==> src/rtl/rob_multi_if.sv <==
// Results-buffer port bundle: dispatch allocation, execution writebacks, PRF writes, commit and redirect.
// master = dispatch/execute side, slave = the results buffer.
interface rob_multi_if #(
    parameter int DEPTH    = 16,
    parameter int IDW      = $clog2(DEPTH),
    parameter int DATA_W   = 8,
    parameter int PREG_W   = 4,
    parameter int AREG_W   = 4,
    parameter int WB_PORTS = 2,
    parameter int RET_W    = 2
);
    logic                         alloc_valid;
    logic                         alloc_ready;
    logic [IDW-1:0]               alloc_id;
    logic [WB_PORTS-1:0]          wb_valid;
    logic [WB_PORTS*IDW-1:0]      wb_id;
    logic [WB_PORTS*8-1:0]        wb_flags;
    logic [WB_PORTS*DATA_W-1:0]   wb_value;
    logic [WB_PORTS*PREG_W-1:0]   wb_preg;
    logic [WB_PORTS*AREG_W-1:0]   wb_areg;
    logic [WB_PORTS-1:0]          prf_valid;
    logic [WB_PORTS*PREG_W-1:0]   prf_id;
    logic [WB_PORTS*DATA_W-1:0]   prf_value;
    logic [RET_W-1:0]             retire_valid;
    logic [RET_W*AREG_W-1:0]      retire_areg;
    logic [RET_W*PREG_W-1:0]      retire_preg;
    logic                         branch_valid;
    logic                         branch_not_taken;
    logic [DATA_W-1:0]            new_pc;
    logic                         halted;
    logic [IDW:0]                 count;

    modport master (
        output alloc_valid, wb_valid, wb_id, wb_flags, wb_value, wb_preg, wb_areg,
        input  alloc_ready, alloc_id, prf_valid, prf_id, prf_value,
               retire_valid, retire_areg, retire_preg,
               branch_valid, branch_not_taken, new_pc, halted, count
    );

    modport slave (
        input  alloc_valid, wb_valid, wb_id, wb_flags, wb_value, wb_preg, wb_areg,
        output alloc_ready, alloc_id, prf_valid, prf_id, prf_value,
               retire_valid, retire_areg, retire_preg,
               branch_valid, branch_not_taken, new_pc, halted, count
    );
endinterface

==> src/rtl/rob_multi.sv <==
// In-order results buffer: program-order alloc, WB_PORTS writebacks, up to RET_W commits/cycle; PRF/retire/redirect outputs 1 cycle after the event.
// Backpressure: alloc_ready drops when full or halted; writebacks are never stalled (invalid targets are dropped).
module rob_multi #(
    parameter int DEPTH    = 16,
    parameter int IDW      = $clog2(DEPTH),
    parameter int DATA_W   = 8,
    parameter int PREG_W   = 4,
    parameter int AREG_W   = 4,
    parameter int WB_PORTS = 2,
    parameter int RET_W    = 2
) (
    input  logic        clk,
    input  logic        rst,
    rob_multi_if.slave  bus
);
    localparam int CW = IDW + 1;

    logic [DEPTH-1:0]  valid_q, valid_d, ready_q, ready_d;
    logic [DEPTH-1:0]  br_q, br_d, misp_q, misp_d, halt_fl_q, halt_fl_d, nt_q, nt_d;
    logic [DATA_W-1:0] value_q [DEPTH];
    logic [DATA_W-1:0] value_d [DEPTH];
    logic [PREG_W-1:0] preg_q  [DEPTH];
    logic [PREG_W-1:0] preg_d  [DEPTH];
    logic [AREG_W-1:0] areg_q  [DEPTH];
    logic [AREG_W-1:0] areg_d  [DEPTH];
    logic [IDW-1:0]    head_q, head_d, tail_q, tail_d;
    logic [CW-1:0]     count_q, count_d;
    logic              halted_q, halted_d;

    logic [WB_PORTS-1:0]        prf_valid_q, prf_valid_d;
    logic [WB_PORTS*PREG_W-1:0] prf_id_q, prf_id_d;
    logic [WB_PORTS*DATA_W-1:0] prf_value_q, prf_value_d;
    logic [RET_W-1:0]           retire_valid_q, retire_valid_d;
    logic [RET_W*AREG_W-1:0]    retire_areg_q, retire_areg_d;
    logic [RET_W*PREG_W-1:0]    retire_preg_q, retire_preg_d;
    logic                       branch_valid_q, branch_valid_d;
    logic                       branch_nt_q, branch_nt_d;
    logic [DATA_W-1:0]          new_pc_q, new_pc_d;

    logic              alloc_ready, alloc_fire;
    logic [DEPTH-1:0]  commit_mask;
    logic [CW-1:0]     commit_n;
    logic              scan_stop, flush, halt_hit;
    logic [IDW-1:0]    slot;
    logic [IDW-1:0]    wid [WB_PORTS];
    logic [7:0]        wfl [WB_PORTS];
    logic [WB_PORTS-1:0] wb_acc;
    logic              unused_flag_bits;

    assign alloc_ready = (count_q != CW'(DEPTH)) && !halted_q;
    assign alloc_fire  = bus.alloc_valid && alloc_ready;

    // Unpack writeback ports; a port loses to any lower port aimed at the same entry.
    always_comb begin
        wb_acc = '0;
        unused_flag_bits = 1'b0;
        for (int p = 0; p < WB_PORTS; p++) begin
            wid[p] = bus.wb_id[p*IDW +: IDW];
            wfl[p] = bus.wb_flags[p*8 +: 8];
            unused_flag_bits = unused_flag_bits ^ (^{wfl[p][3:2], wfl[p][7:6]});
        end
        for (int p = 0; p < WB_PORTS; p++) begin
            wb_acc[p] = bus.wb_valid[p] && valid_q[wid[p]];
            for (int o = 0; o < p; o++) begin
                if (bus.wb_valid[o] && (wid[o] == wid[p])) begin
                    wb_acc[p] = 1'b0;
                end
            end
        end
    end

    // Commit scan from head; a branch or halt entry closes the group after committing.
    always_comb begin
        commit_mask    = '0;
        commit_n       = '0;
        scan_stop      = halted_q;
        flush          = 1'b0;
        halt_hit       = 1'b0;
        slot           = '0;
        retire_valid_d = '0;
        retire_areg_d  = '0;
        retire_preg_d  = '0;
        branch_valid_d = 1'b0;
        branch_nt_d    = 1'b0;
        new_pc_d       = '0;
        for (int k = 0; k < RET_W; k++) begin
            slot = head_q + IDW'(k);
            if (!scan_stop && valid_q[slot] && ready_q[slot]) begin
                commit_mask[slot] = 1'b1;
                commit_n = commit_n + CW'(1);
                if (br_q[slot]) begin
                    branch_valid_d = 1'b1;
                    branch_nt_d    = nt_q[slot];
                    new_pc_d       = value_q[slot];
                    flush          = misp_q[slot];
                end else begin
                    retire_valid_d[k] = 1'b1;
                    retire_areg_d[k*AREG_W +: AREG_W] = areg_q[slot];
                    retire_preg_d[k*PREG_W +: PREG_W] = preg_q[slot];
                end
                if (halt_fl_q[slot]) begin
                    halt_hit = 1'b1;
                end
                if (br_q[slot] || halt_fl_q[slot]) begin
                    scan_stop = 1'b1;
                end
            end else begin
                scan_stop = 1'b1;
            end
        end
    end

    always_comb begin
        valid_d     = valid_q;
        ready_d     = ready_q;
        br_d        = br_q;
        misp_d      = misp_q;
        halt_fl_d   = halt_fl_q;
        nt_d        = nt_q;
        value_d     = value_q;
        preg_d      = preg_q;
        areg_d      = areg_q;
        halted_d    = halted_q | halt_hit;
        prf_valid_d = '0;
        prf_id_d    = '0;
        prf_value_d = '0;
        for (int p = 0; p < WB_PORTS; p++) begin
            if (wb_acc[p]) begin
                ready_d[wid[p]]   = 1'b1;
                br_d[wid[p]]      = wfl[p][0];
                misp_d[wid[p]]    = wfl[p][1];
                halt_fl_d[wid[p]] = wfl[p][4];
                nt_d[wid[p]]      = wfl[p][5];
                value_d[wid[p]]   = bus.wb_value[p*DATA_W +: DATA_W];
                preg_d[wid[p]]    = bus.wb_preg[p*PREG_W +: PREG_W];
                areg_d[wid[p]]    = bus.wb_areg[p*AREG_W +: AREG_W];
                if (!wfl[p][0] && !flush) begin
                    prf_valid_d[p] = 1'b1;
                    prf_id_d[p*PREG_W +: PREG_W]    = bus.wb_preg[p*PREG_W +: PREG_W];
                    prf_value_d[p*DATA_W +: DATA_W] = bus.wb_value[p*DATA_W +: DATA_W];
                end
            end
        end
        valid_d = valid_d & ~commit_mask;
        ready_d = ready_d & ~commit_mask;
        head_d  = head_q + IDW'(commit_n);
        tail_d  = tail_q;
        count_d = count_q;
        // A mispredict empties everything younger, including this cycle's dispatch.
        if (flush) begin
            valid_d = '0;
            ready_d = '0;
            tail_d  = head_d;
            count_d = '0;
        end else begin
            if (alloc_fire) begin
                valid_d[tail_q] = 1'b1;
                ready_d[tail_q] = 1'b0;
                tail_d = tail_q + IDW'(1);
            end
            count_d = count_q + CW'(alloc_fire) - commit_n;
        end
    end

    always_ff @(posedge clk) begin
        if (rst) begin
            valid_q        <= '0;
            ready_q        <= '0;
            br_q           <= '0;
            misp_q         <= '0;
            halt_fl_q      <= '0;
            nt_q           <= '0;
            head_q         <= '0;
            tail_q         <= '0;
            count_q        <= '0;
            halted_q       <= 1'b0;
            prf_valid_q    <= '0;
            prf_id_q       <= '0;
            prf_value_q    <= '0;
            retire_valid_q <= '0;
            retire_areg_q  <= '0;
            retire_preg_q  <= '0;
            branch_valid_q <= 1'b0;
            branch_nt_q    <= 1'b0;
            new_pc_q       <= '0;
        end else begin
            valid_q        <= valid_d;
            ready_q        <= ready_d;
            br_q           <= br_d;
            misp_q         <= misp_d;
            halt_fl_q      <= halt_fl_d;
            nt_q           <= nt_d;
            head_q         <= head_d;
            tail_q         <= tail_d;
            count_q        <= count_d;
            halted_q       <= halted_d;
            prf_valid_q    <= prf_valid_d;
            prf_id_q       <= prf_id_d;
            prf_value_q    <= prf_value_d;
            retire_valid_q <= retire_valid_d;
            retire_areg_q  <= retire_areg_d;
            retire_preg_q  <= retire_preg_d;
            branch_valid_q <= branch_valid_d;
            branch_nt_q    <= branch_nt_d;
            new_pc_q       <= new_pc_d;
        end
    end

    // Payload is qualified by valid/ready, so it needs no reset.
    always_ff @(posedge clk) begin
        value_q <= value_d;
        preg_q  <= preg_d;
        areg_q  <= areg_d;
    end

    assign bus.alloc_ready      = alloc_ready;
    assign bus.alloc_id         = tail_q;
    assign bus.prf_valid        = prf_valid_q;
    assign bus.prf_id           = prf_id_q;
    assign bus.prf_value        = prf_value_q;
    assign bus.retire_valid     = retire_valid_q;
    assign bus.retire_areg      = retire_areg_q;
    assign bus.retire_preg      = retire_preg_q;
    assign bus.branch_valid     = branch_valid_q;
    assign bus.branch_not_taken = branch_nt_q;
    assign bus.new_pc           = new_pc_q;
    assign bus.halted           = halted_q;
    assign bus.count            = count_q;
endmodule

==> src/flat_wrapper.sv <==
// flat-port wrapper written by rule: the top's interface ports become plain ports
module rob_multi_flat 
#(
    parameter int DEPTH    = 16,
    parameter int IDW      = $clog2(DEPTH),
    parameter int DATA_W   = 8,
    parameter int PREG_W   = 4,
    parameter int AREG_W   = 4,
    parameter int WB_PORTS = 2,
    parameter int RET_W    = 2
)
  (clk, rst, bus_alloc_valid, bus_wb_valid, bus_wb_id, bus_wb_flags, bus_wb_value, bus_wb_preg, bus_wb_areg, bus_alloc_ready, bus_alloc_id, bus_prf_valid, bus_prf_id, bus_prf_value, bus_retire_valid, bus_retire_areg, bus_retire_preg, bus_branch_valid, bus_branch_not_taken, bus_new_pc, bus_halted, bus_count);
  rob_multi_if #(.DEPTH(DEPTH), .IDW(IDW), .DATA_W(DATA_W), .PREG_W(PREG_W), .AREG_W(AREG_W), .WB_PORTS(WB_PORTS), .RET_W(RET_W)) bus_i ();
  input  logic clk;
  input  logic rst;
  input wire logic [$bits(bus_i.alloc_valid)-1:0] bus_alloc_valid;
  input wire logic [$bits(bus_i.wb_valid)-1:0] bus_wb_valid;
  input wire logic [$bits(bus_i.wb_id)-1:0] bus_wb_id;
  input wire logic [$bits(bus_i.wb_flags)-1:0] bus_wb_flags;
  input wire logic [$bits(bus_i.wb_value)-1:0] bus_wb_value;
  input wire logic [$bits(bus_i.wb_preg)-1:0] bus_wb_preg;
  input wire logic [$bits(bus_i.wb_areg)-1:0] bus_wb_areg;
  output wire logic [$bits(bus_i.alloc_ready)-1:0] bus_alloc_ready;
  output wire logic [$bits(bus_i.alloc_id)-1:0] bus_alloc_id;
  output wire logic [$bits(bus_i.prf_valid)-1:0] bus_prf_valid;
  output wire logic [$bits(bus_i.prf_id)-1:0] bus_prf_id;
  output wire logic [$bits(bus_i.prf_value)-1:0] bus_prf_value;
  output wire logic [$bits(bus_i.retire_valid)-1:0] bus_retire_valid;
  output wire logic [$bits(bus_i.retire_areg)-1:0] bus_retire_areg;
  output wire logic [$bits(bus_i.retire_preg)-1:0] bus_retire_preg;
  output wire logic [$bits(bus_i.branch_valid)-1:0] bus_branch_valid;
  output wire logic [$bits(bus_i.branch_not_taken)-1:0] bus_branch_not_taken;
  output wire logic [$bits(bus_i.new_pc)-1:0] bus_new_pc;
  output wire logic [$bits(bus_i.halted)-1:0] bus_halted;
  output wire logic [$bits(bus_i.count)-1:0] bus_count;
  assign bus_i.alloc_valid = bus_alloc_valid;
  assign bus_i.wb_valid = bus_wb_valid;
  assign bus_i.wb_id = bus_wb_id;
  assign bus_i.wb_flags = bus_wb_flags;
  assign bus_i.wb_value = bus_wb_value;
  assign bus_i.wb_preg = bus_wb_preg;
  assign bus_i.wb_areg = bus_wb_areg;
  assign bus_alloc_ready = bus_i.alloc_ready;
  assign bus_alloc_id = bus_i.alloc_id;
  assign bus_prf_valid = bus_i.prf_valid;
  assign bus_prf_id = bus_i.prf_id;
  assign bus_prf_value = bus_i.prf_value;
  assign bus_retire_valid = bus_i.retire_valid;
  assign bus_retire_areg = bus_i.retire_areg;
  assign bus_retire_preg = bus_i.retire_preg;
  assign bus_branch_valid = bus_i.branch_valid;
  assign bus_branch_not_taken = bus_i.branch_not_taken;
  assign bus_new_pc = bus_i.new_pc;
  assign bus_halted = bus_i.halted;
  assign bus_count = bus_i.count;
  rob_multi #(.DEPTH(DEPTH), .IDW(IDW), .DATA_W(DATA_W), .PREG_W(PREG_W), .AREG_W(AREG_W), .WB_PORTS(WB_PORTS), .RET_W(RET_W)) u_core (.clk(clk), .rst(rst), .bus(bus_i));
endmodule
==> config.mk <==
export PLATFORM = sky130hd
export DESIGN_NAME = rob_multi_flat
export DESIGN_NICKNAME = d
export VERILOG_FILES = /design/src/rtl/rob_multi_if.sv /design/src/rtl/rob_multi.sv /design/src/flat_wrapper.sv
export SDC_FILE = /design/constraint.sdc
export NUM_CORES = 1
export LEC_CHECK = 0
export BUFFER_PORTS_ARGS = -buffer_cell sky130_fd_sc_hd__buf_2
export CAP_MARGIN = 5
export CORE_UTILIZATION = 60
export DETAILED_ROUTE_END_ITERATION = 10
export GPL_TIMING_DRIVEN = 1
export PLACE_DENSITY_LB_ADDON = 0.3
export SYNTH_ARGS = -nofsm -noshare
export SYNTH_HDL_FRONTEND = slang
export SYNTH_SLANG_ARGS = --single-unit
==> constraint.sdc <==
create_clock -name clk -period 7.3 [get_ports clk]
set_input_delay 0.73 -clock clk [delete_from_list [all_inputs] [get_ports clk]]
set_output_delay 0.73 -clock clk [all_outputs]
set_load 0.01 [all_outputs]
# Word-level counts from Yosys, hierarchy flattened
# Cells that the tools add are included.
# totals
reg_bits,420
in_bits,61
out_inout_bits,65
elab_cells,280
# classes
n_addsub,6
n_lt_le_gt_ge,16
n_eq_ne,2
n_mux,129
n_bitwise,20
n_reduce_logical,34
# ops
cell,n
$bwmux W128,2
$bwmux W64,4
$mux W128,2
$mux W64,4
$mux W16,14
$bwmux W16,8
$mux W8,10
$bmux W4 S4,4
$bmux W8 S4,2
$demux W8 S4,2
$or A16 B16 Y16,4
$bmux W1 S4,14
$and A16 B16 Y16,3
$mux W4,12
$mux W1,43
$demux W4 S4,2
$not A16 Y16,2
$lt A4 B5 Y1 const B,5
$demux W1 S4,5
$ge A4 B1 Y1 const B,5
$ge A5 B5 Y1 const B,4
$not A4 Y5,4
$logic_and A1 B1 Y1,18
$reduce_or A3 Y1,4
other kinds (15),30

# Logic depth before layout (Yosys ltp)
# logic_depth
ltp_word,13
ltp_mapped,27
ltp_nobuf,20

# Worst setup path after synthesis
# OpenSTA, ideal clock, no wires.
# synth_path
path_type,register to register
start,register u_core.head_q[1]
end,"register u_core.count_q[4], in the netlist u_core.bus.count[4]"
setup_time_ps,117
arrival_time_ps,5093
required_time_ps,7183
slack_ps,2089
path_stages_with_launch,28
path_buffers,7
synth_period_minus_slack_ps,5211
path_cell_list,dfxtp_1 -> buf_4 -> buf_2 -> buf_2 -> buf_1 -> buf_1 -> inv_1 -> ha_1 -> buf_2 -> a21oi_1 -> o32ai_1 -> o22ai_1 -> and3_1 -> clkbuf_2 -> nand2_2 -> inv_1 -> ha_1 -> ha_1 -> inv_1 -> ha_1 -> inv_1 -> fa_1 -> inv_1 -> a21oi_1 -> nor2_1 -> nor2_1 -> xnor2_1 -> nor2_1
# synth_via
elab_chain_len,10
elab_cells_between_ends,36
cone_classes,add/sub: 3; mux: 26; reduce/logical: 7
# synth_rtl
element,line,text
"start, declared",rob_multi.sv:26,"logic [IDW-1:0] head_q, head_d, tail_q, tail_d;"
"start signal, assigned",rob_multi.sv:173,head_q <= '0;
"start signal, assigned",rob_multi.sv:193,head_q <= head_d;
branches (longest 10 deep; another with $sub A5 B5 Y5),--,
"end signal, assigned",rob_multi.sv:195,count_q <= count_d;
"end, declared",rob_multi.sv:27,"logic [CW-1:0] count_q, count_d;"
# Parallel ways; which one is timed is not known. The select of a mux whose other input is x is not followed.
# A chain may end at the register's enable or synchronous reset.

# Final worst setup path
# Same ends and word-level chain as after synthesis.

==> results.py <==
metrics = {
    "critical_path": {
        "path_max_fanout": 36,
        "required_ps": 7770,
        "critPathKind": "flip-flop to flip-flop",
        "worst_ep_arrival_time_ps": 5880,
        "startpoint_type": "flip-flop",
        "worst_setup_path_end_kind": "flip-flop",
    },
    "synth": {
        "ys_seq_area_share_pct": 35.93,
        "synth_flop_cell": "dfxtp_1",
        "ys_ff_latch": 420,
        "netlist_area_um2": 23400,
        "async_flop_share_pct": 0,
        "synth_warnings": 0,
        "yosysUniqueCellTypes": 71,
        "syn_area_per_cell_um2": 9.970,
        "syn_nets": 2431,
        "syn_inst": 2347,
        "synth-edff-count": 0,
    },
    "route": {
        "routed_wl_um": 76510,
        "drt_iter0_drc": 2297,
        "vias": 19660,
        "wl_per_cell_um": 26.85,
        "vias_per_cell": 6.896,
        "antenna_left": 0,
        "dr.pass1.iters": 7,
        "drc": 0,
    },
    "finish": {
        "area_growth_pct": 9.647,
        "fin_cells": 2850,
        "drive_gt1_share_pct": 21.88,
        "fillers": 2902,
        "final_core_util_pct": 67.48,
        "nets": 2381,
    },
    "die": {
        "core_um2": 38020,
        "dieArea_um2": 39790,
        "start_util_pct": 61.54,
        "row_count": 71,
        "ios": 126,
        "die_y_um": 199.5,
        "dieWidth_um": 199.5,
    },
    "sta": {
        "relSlewSlack_pct": 10.21,
        "finalMaxSlewViolations": 0,
        "setup_viol": 0,
        "hold-worst-slack_ps": 541.2,
        "hold_viol": 0,
        "fmax_ghz": 0.1847,
        "fin_tns_setup_ps": 0,
        "worst_pin_slew_ps": 1339,
        "period_needed_ps": 5413,
        "finalCritPeriodShare_pct": 74.15,
        "fin_skew_ps": 26.55,
        "rsz0062_at_grt": "false",
    },
    "clocking": {
        "cts_hold_repair.buffers": 0,
        "ctsHtreeMaxLevel": 2,
        "cts_tree": "yes",
        "cts_buffers": 46,
        "clock_latency_ps": 600,
        "post_cts_resize_count": 0,
        "clkTransAtPathRegs_ps": 60,
        "post-cts-setup-buffers": 0,
        "clockBufferDepth": 3,
        "clkSinkCount": 420,
        "clockRootBuffer": "clkbuf_16",
    },
    "pwr": {
        "ir_worst_vdd_v": 0.0001980,
        "power.leakage_uw": 0.009941,
        "power.density_nw_per_um2": 215.0,
    },
    "placed_design": {
        "portBuffers": 117,
        "dp.cells": 2760,
        "hpwlAfterDp_um": 44480,
        "routabilityCongestion": 1.037,
    },
    "global_route": {
        "grt_max_degree": 123,
        "antenna_found_initial": 4,
        "grt-ovfl-total": 0,
        "grt.total_usage_pct": 38.60,
        "grt_pass1_wl_um": 114100,
        "grt_pass1_vias": 18760,
    },
    "status": {
        "outcome": "finished clean",
    },
    "job": {
        "cap_violations": 0,
    },
    "worst_hold_path": {
        "hp-class": "input port to flip-flop",
    },
}
==> kinds of logic (layout without fill, tap and decap cells) <==
logic type / count (synthesis) / after routing / synth area share (%)
AND/OR/NAND/NOR: 634 / 634 / 11.95
buffers and inverters: 287 / 275 / 5.133
flip-flops: 420 / 420 / 35.93
XOR/XNOR: 17 / 17 / 0.6685
multiplexers: 543 / 543 / 34.09
AO/OA/AOI/OAI: 423 / 423 / 10.92
adder cells (fa/ha/maj): 23 / 23 / 1.294
other: 0 / 4 / 0
==> report_power, final <==
group | total (µW) | switching (µW) | leakage, µW | internal [µW]
clock | 2450 | 1000 | 0.000793 | 1450
combinational | 526 | 260 | 0.00575 | 266
sequential | 2540 | 109 | 0.00340 | 2430
total | 5520 | 1370 | 0.00994 | 4140
==> per-layer routing <==
metal	vias up	track usage, %	routed length (µm)
met5	-	0	0
met3	319	9.097	9506
met2	1448	58.81	34450
met1	9436	50.23	28000
met4	0	22.42	4559
li1	8452	-	-
==> area by class of cell <==
class | instances | area (µm²) | share of cell area, %
clock inverter | 19 | 227.7 | 0.8876
inverter | 29 | 108.9 | 0.4243
clock buffer | 67 | 1371 | 5.345
multi-input combinational | 1640 | 13960 | 54.41
antenna | 4 | 10.01 | 0.03901
timing repair buffer | 160 | 920.9 | 3.589
sequential | 420 | 8418 | 32.81
tap | 511 | 639.4 | 2.492
==> state kept, by name, summed over array words and instances, names as in the netlist <==
signal	flops
u_core.areg_q	64
u_core.value_q	128
u_core.misp_q	16
u_core.halt_fl_q	16
u_core.bus.retire_areg	8
u_core.nt_q	16
u_core.ready_q	16
u_core.bus.branch_not_taken	1
u_core.head_q	4
u_core.bus.retire_preg	8
u_core.br_q	16
u_core.valid_q	16
u_core.bus.new_pc	8
u_core.bus.prf_valid	2
u_core.bus.prf_value	16
u_core.bus.branch_valid	1
u_core.bus.prf_id	8
u_core.bus.count	5
u_core.preg_q	64
u_core.bus.alloc_id	4
u_core.bus.retire_valid	2
u_core.bus.halted	1
==> worst max-delay path, cell delays in order (launching register included) <==
cell and delay (ps):
dfxtp_4 770, ha_1 440, xor2_1 860, o21ai_0 200, a311oi_1 340, o22ai_1 150, and3_1 420, nand2_2 250
inv_1 70, ha_1 320, ha_1 280, inv_1 50, ha_1 150, inv_1 60, fa_1 450, inv_1 70
a21oi_1 60, nor2_1 90, nor2_1 60, xnor2_1 140, nor2_1 50
==> path summary, 6_finish.rpt <==
kind,start,end,slack (ps),depth (start not counted)
worst max-delay path,u_core.head_q[1],u_core.bus.count[4],1890,20
worst min-delay path,bus_wb_value[14],u_core.value_q[78],540,3
worst max register to register,u_core.head_q[1],u_core.bus.count[4],1890,20
worst min register to register,u_core.value_q[38],u_core.value_q[38],560,2
==> synth_stat cells (19+ instances only) <==
master    number  area, µm²
a211oi_1      56      420.4
a21oi_1      153      765.7
nor2_1       251      942.2
mux2i_1      332       3323
and3_1        27      168.9
nand3_1       54      270.3
nand2_1      198      743.2
buf_2         50      250.2
o21ai_0      134      670.6
nor3_1        19      95.09
buf_1         41      153.9
dfxtp_1      420       8408
ha_1          21      262.8
clkbuf_1     154      578.1
mux4_2       201       4527
inv_1         29      108.9
==> cell usage in the layout, fill, tap and decap left out, types with 10 or more instances in the layout <==
master     netlist  final
nand2_1        198    196
buf_4            8     42
mux2i_1        332    332
clkinv_2         0     10
ha_1            21     20
a21oi_1        153    153
nor2_1         251    242
a22o_1          12     12
nor3_1          19     14
dfxtp_1        420    416
and3_1          27     27
nand3_1         54     48
buf_2           50    117
and2_1          17     17
a211oi_1        56     56
o21ai_0        134    134
nor2b_1         17     17
mux4_2         201    201
inv_1           29     29
clkbuf_8         0     12
clkbuf_16        0     47
==> metrics by stage <==
stage	power, µW	setup slack, ps	area [µm²]
after floorplan	2951	2089	23400
after global placement	3059	2012	24050
after detailed placement	3093	2008	24050
after CTS	5517	1999	25650
after global routing	5687	1542	25650
final	5516	1887	25660
No activity file was read; power rests on OpenSTA's default activity.
